**src/rtl/calc_pkg.sv**
```systemverilog
// rtl/calc_pkg.sv - shared calculator constants: debounce state encoding, button indices, timing
package calc_pkg;

   typedef enum logic [1:0] {
      STABLE_LOW  = 2'd0,
      CHECK_HIGH  = 2'd1,
      STABLE_HIGH = 2'd2,
      CHECK_LOW   = 2'd3
   } db_state_t;

   localparam int BTN_C = 0;
   localparam int BTN_U = 1;
   localparam int BTN_L = 2;
   localparam int BTN_R = 3;
   localparam int BTN_D = 4;

   // 10 ms of stable input at 100 MHz
   localparam int DEBOUNCE_10MS = 1_000_000;

endpackage

```
**src/rtl/debounce_channel.sv**
```systemverilog
// rtl/debounce_channel.sv - one button: synchroniser, debounce FSM and stability counter
module debounce_channel
   import calc_pkg::*;
#(
   parameter int DEBOUNCE_CYCLES = DEBOUNCE_10MS,
   parameter int SYNC_STAGES     = 2
) (
   input  logic clk,
   input  logic reset,
   input  logic raw,
   output logic level,
   output logic press,
   output logic rel
);

   localparam int CW = $clog2(DEBOUNCE_CYCLES + 1);
   localparam logic [CW-1:0] CNT_MAX = CW'(DEBOUNCE_CYCLES);
   localparam logic [CW-1:0] CNT_ONE = CW'(1);

   logic [SYNC_STAGES-1:0] sync_q;
   logic                   sync;
   db_state_t              state, state_d;
   logic [CW-1:0]          cnt, cnt_d;
   logic                   level_d, press_d, rel_d;

   assign sync = sync_q[SYNC_STAGES-1];

   always_ff @(posedge clk) begin
      if (reset) begin
         sync_q <= '0;
         state  <= STABLE_LOW;
         cnt    <= '0;
         level  <= 1'b0;
         press  <= 1'b0;
         rel    <= 1'b0;
      end else begin
         sync_q <= {sync_q[SYNC_STAGES-2:0], raw};
         state  <= state_d;
         cnt    <= cnt_d;
         level  <= level_d;
         press  <= press_d;
         rel    <= rel_d;
      end
   end

   // cnt counts cycles the new value has been seen; accept once it has
   // already been seen DEBOUNCE_CYCLES times and is still present
   always_comb begin
      state_d = state;
      cnt_d   = cnt;
      level_d = level;
      press_d = 1'b0;
      rel_d   = 1'b0;
      unique case (state)
         STABLE_LOW: begin
            if (sync) begin
               state_d = CHECK_HIGH;
               cnt_d   = CNT_ONE;
            end
         end
         CHECK_HIGH: begin
            if (!sync) begin
               state_d = STABLE_LOW;
               cnt_d   = '0;
            end else if (cnt == CNT_MAX) begin
               state_d = STABLE_HIGH;
               cnt_d   = '0;
               level_d = 1'b1;
               press_d = 1'b1;
            end else begin
               cnt_d = cnt + CNT_ONE;
            end
         end
         STABLE_HIGH: begin
            if (!sync) begin
               state_d = CHECK_LOW;
               cnt_d   = CNT_ONE;
            end
         end
         CHECK_LOW: begin
            if (sync) begin
               state_d = STABLE_HIGH;
               cnt_d   = '0;
            end else if (cnt == CNT_MAX) begin
               state_d = STABLE_LOW;
               cnt_d   = '0;
               level_d = 1'b0;
               rel_d   = 1'b1;
            end else begin
               cnt_d = cnt + CNT_ONE;
            end
         end
         default: begin
            state_d = STABLE_LOW;
            cnt_d   = '0;
         end
      endcase
   end

endmodule

```
**src/rtl/button_conditioner.sv**
```systemverilog
// rtl/button_conditioner.sv - debounced levels and press/release pulses for the board buttons
module button_conditioner
   import calc_pkg::*;
#(
   parameter int NUM_BTNS        = 5,
   parameter int DEBOUNCE_CYCLES = DEBOUNCE_10MS,
   parameter int SYNC_STAGES     = 2
) (
   input  logic                clk,
   input  logic                reset,
   input  logic [NUM_BTNS-1:0] btn_raw,
   output logic [NUM_BTNS-1:0] btn_level,
   output logic [NUM_BTNS-1:0] btn_press,
   output logic [NUM_BTNS-1:0] btn_release
);

   for (genvar i = 0; i < NUM_BTNS; i++) begin : g_chan
      debounce_channel #(
         .DEBOUNCE_CYCLES(DEBOUNCE_CYCLES),
         .SYNC_STAGES    (SYNC_STAGES)
      ) u_chan (
         .clk  (clk),
         .reset(reset),
         .raw  (btn_raw[i]),
         .level(btn_level[i]),
         .press(btn_press[i]),
         .rel  (btn_release[i])
      );
   end

endmodule

```
**config.mk**
```make
export PLATFORM = sky130hd
export DESIGN_NAME = button_conditioner
export DESIGN_NICKNAME = d
export VERILOG_FILES = /design/src/rtl/calc_pkg.sv /design/src/rtl/debounce_channel.sv /design/src/rtl/button_conditioner.sv
export SDC_FILE = /design/constraint.sdc
export NUM_CORES = 1
export LEC_CHECK = 0
export CELL_PAD_IN_SITES_DETAIL_PLACEMENT = 1
export CELL_PAD_IN_SITES_GLOBAL_PLACEMENT = 1
export CORE_MARGIN = 2
export CORE_UTILIZATION = 42
export DETAILED_ROUTE_END_ITERATION = 10
export PLACE_DENSITY = 0.78
export SYNTH_ARGS = -nofsm -noshare
export SYNTH_HDL_FRONTEND = slang
export SYNTH_SLANG_ARGS = --single-unit
```
**constraint.sdc**
```tcl
create_clock -name clk -period 2.1 [get_ports clk]
set_clock_uncertainty 0.1 [all_clocks]
set_input_delay 0.21 -clock clk [delete_from_list [all_inputs] [get_ports clk]]
set_output_delay 0.21 -clock clk [all_outputs]
set_load 0.005 [all_outputs]
```
==> results.tsv <==
stage	metric	value	unit
place	pre_cts_ws	-0.0375	ns
clock_tree	ctsHoldBuffers	0	
critical_path	slowest_stage	or4b_4	
clock_tree	numCtsBuffers	17	
timing	fin_crit_sh	98.4	%
clock_tree	htree_levels	4	
place	place.port_buffers	21	
floorplan	initial_core_util	42.9	%
power	internal_power	4360	µW
yosys	seq_area_frac_synth	39.8	%
place	placed_cells	1093	
yosys	synth_xor_area_share	2.58	%
drt	drt-pass1-iter-count	5	
yosys	synth_cells	817	
clock_tree	cts_buffer_depth	2	
yosys	synth-edff-count	0	
global_routing	grt_pass1_vias	6945	
clock_tree	cts_tree	yes	
critical_path	cp.required	2.32	ns
power	worst_ir_drop_vdd	0.619	mV
hold_path	whs_path_depth	2	
yosys	synthAdderAreaFrac	1.84	%
critical_path	cp_max_fo	8	
critical_path	crit_family	simple AND/OR/NAND/NOR gates	
yosys	synth_top_family_by_area	simple AND/OR/NAND/NOR gates	
clock_tree	clk_pin_slew	0.06	ns
finish	fin_nets	925	
clock_tree	clk_latency	0.43	ns
hold_path	min_path_type	in -> reg	
floorplan	coreArea	0.0158	mm²
finish	final_area	0.00863	mm²
timing	worst_slack	0.0337	ns
critical_path	crit_path_max_incr_delay	0.55	ns
drt	drt_drc_violations_left	0	
drt	drt-initial-drc-count	361	
place	hpwlAfterDp	13.9	mm
finish	syn_to_final_growth	27.0	%
critical_path	crit_path_end_kind	flip-flop	
yosys	ys_warn_count	0	
finish	most-common-layout-cells	129 x dfxtp_1, 97 x buf_4, 86 x nand2_1	
timing	tightest_slew	0.714	ns
finish	n_antenna_cell	0	
floorplan	io_pins	22	
timing	fin_crit	2.07	ns
power	switchingPower	1330	µW
power	p_comb_share	4.2	%
power	pwr_density_cell	659	mW/mm²
floorplan	rows	46	
place	placed_area	0.00771	mm²
power	sequentialPowerShare	46.0	%
timing	timing.fmax	484	MHz
floorplan	die_area	0.0172	mm²
yosys	syn_nets	834	
drt	vias_per_cell	5.89	
power	p_sw_share	23.4	%
drt	wirelength	20.4	mm
critical_path	crit_path_cell_trace	or4b_4 > nor4_4 > a21oi_4 > buf_4 > a21o_1 > a22o_1	
floorplan	fp.dieH	131	µm
critical_path	rrSetupSlack	0.03	ns
place	finalWeightedCongestion	0.885	
yosys	yosys.area_share.simple	29.0	%
global_routing	overflow	0	
timing	whs	0.0200	ns
drt	vias	6688	
power	leakage	0.00312	µW
finish	drive_gt1_share	20.5	%
floorplan	die_x	131	µm
critical_path	cp_num_cells	6	
yosys	muxShareOfSynthArea	3.09	%
timing	setup_tns	0	ns
clock_tree	cts_num_sinks	135	
yosys	synthArstFlopShare	0	%
critical_path	endpoint	g_chan[3].u_chan.cnt[17]$_SDFFE_PP0P_	
outcome	status	completed	
critical_path	crit_buf_inv	1	
global_routing	grt.total_usage	23.3	%
timing	maxSlewViolCount	0	
critical_path	worstSetupStartpointType	flip-flop	
yosys	syn_avg_cell_area	8.32	µm²
flow_run	max-cap-violations	0	
timing	relSlewSlack	52.2	%
critical_path	worstSetupStartpoint	g_chan[3].u_chan.cnt[8]$_SDFFE_PP0P_	
hold_path	hold_start	reset	
clock_tree	ctsRootBufferMaster	clkbuf_16	
power	p_clk_share	49.9	%
yosys	yosysUniqueCellTypes	65	
finish	layout_commonest_cell	dfxtp_1	
drt	ant_nets	0	
timing	hold_viol	0	
timing	setup_viol	0	
drt	avgRoutedWirePerCell	18.0	µm
critical_path	r2r-start	g_chan[3].u_chan.cnt[8]$_SDFFE_PP0P_	
critical_path	path_class	reg -> reg	
global_routing	antenna_found_initial	0	
yosys	synth_compound_area_share	17.7	%
finish	final_cells	1136	
critical_path	r2r_end	g_chan[3].u_chan.cnt[17]$_SDFFE_PP0P_	
yosys	syn_area	0.00680	mm²
critical_path	worstPathArrival	2.29	ns
yosys	synth_ff_type	dfxtp_1	
global_routing	grt_max_degree	27	
critical_path	reg2regPathDepth	6	
global_routing	grt_pass1_wl	33.4	mm
yosys	yosys_register_bits	135	
[layer usage]
metal | up-vias | part of all wire [%] | track usage [%] | routed length (µm)
met1 | 3308 | 42 | 27.0 | 8510
met3 | 52 | 2.8 | 4.17 | 579
met4 | 0 | 2.5 | 10.4 | 518
met5 | - | 0 | 0 | 0
li1 | 3198 | - | - | -
met2 | 130 | 53 | 42.1 | 10800
[worst min-delay path by stage]
stage,endpoint,slack (ns)
6_report,flip-flop,0.02
2_1_floorplan,g_chan[0].u_chan.sync_q[0]$_SDFF_PP0_,0.24
3_3_place_gp,g_chan[2].u_chan.sync_q[1]$_SDFF_PP0_,0.32
5_1_grt,flip-flop,0.02
4_1_cts,flip-flop,0.007
3_5_place_dp,g_chan[0].u_chan.sync_q[1]$_SDFF_PP0_,0.33
[through the flow]
stage          utilization [%]  power [µW]
4_1_cts                   52.5        5730
2_1_floorplan                -        2800
3_3_place_gp              48.7        2880
6_report                  54.5        5690
3_5_place_dp              48.7        2900
5_1_grt                   54.5        5880
[cell usage after synthesis (all sizes together), types with 3 or more instances]
| cell type | number | share of area (%) |
|---|---|---|
| a211oi | 3 | 0.48 |
| a21o | 3 | 0.33 |
| a21oi | 60 | 4.5 |
| a22o | 12 | 1.5 |
| a31oi | 52 | 4.8 |
| a41oi | 8 | 1.0 |
| and2 | 4 | 0.37 |
| and3 | 19 | 1.7 |
| and4 | 5 | 0.64 |
| buf | 39 | 3.7 |
| clkbuf | 15 | 0.83 |
| dfxtp | 135 | 40 |
| ha | 10 | 1.8 |
| inv | 27 | 1.5 |
| mux2i | 21 | 3.1 |
| nand2 | 88 | 4.9 |
| nand2b | 11 | 1.0 |
| nand3 | 67 | 4.9 |
| nand4 | 30 | 2.8 |
| nor2 | 42 | 2.3 |
| nor2b | 15 | 1.4 |
| nor3 | 18 | 1.5 |
| nor3b | 5 | 0.55 |
| nor4 | 19 | 2.6 |
| nor4bb | 3 | 0.44 |
| o211ai | 3 | 0.33 |
| o21ai | 32 | 2.4 |
| o22ai | 3 | 0.28 |
| or3 | 7 | 0.64 |
| or4 | 4 | 0.50 |
| or4b | 5 | 0.85 |
| xnor2 | 9 | 1.2 |
| xor2 | 11 | 1.4 |
[cells by family (layout without fill, tap and decap cells)]
logic type / after synthesis / after routing
multiplexers: 21 / 21
flip-flops: 135 / 135
AO/OA/AOI/OAI: 192 / 193
buffers and inverters: 82 / 184
XOR/XNOR: 20 / 20
adder cells (fa/ha/maj): 10 / 10
AND/OR/NAND/NOR: 357 / 357
[repair_timing]
action                     in CTS  in global routing
gates resized for setup         6                 45
setup endpoints to repair      19                 77
pin swaps                       4                 14
gates cloned                    0                  3
buffers inserted                1                  9
[registers in the layout (all words and copies together) (netlist names), named ones only]
name                  count
g_chan.u_chan.press       5
g_chan.u_chan.state       5
g_chan.u_chan.cnt       100
g_chan.u_chan.level       5
g_chan.u_chan.rel         5
g_chan.u_chan.sync_q     10
[power groups by stage]
stage | combinational [µW] | clock, µW | sequential [µW]
floorplan | 132 | 0 | 2660
global placement | 212 | 0 | 2670
detailed placement | 227 | 0 | 2670
CTS | 232 | 2880 | 2610
global route | 257 | 3000 | 2620
finish | 237 | 2840 | 2620
[area by class of cell]
cell class              instances  area (µm²)
fillers                      1835        7200
multi-input cells             601        3920
flip-flops and latches        135        2710
repair buffers                125        1070
clock buffers                  19         453
well taps                     216         270
clock inverters                12         105
inverters                      28         105
(Power assumes the default switching activity.)
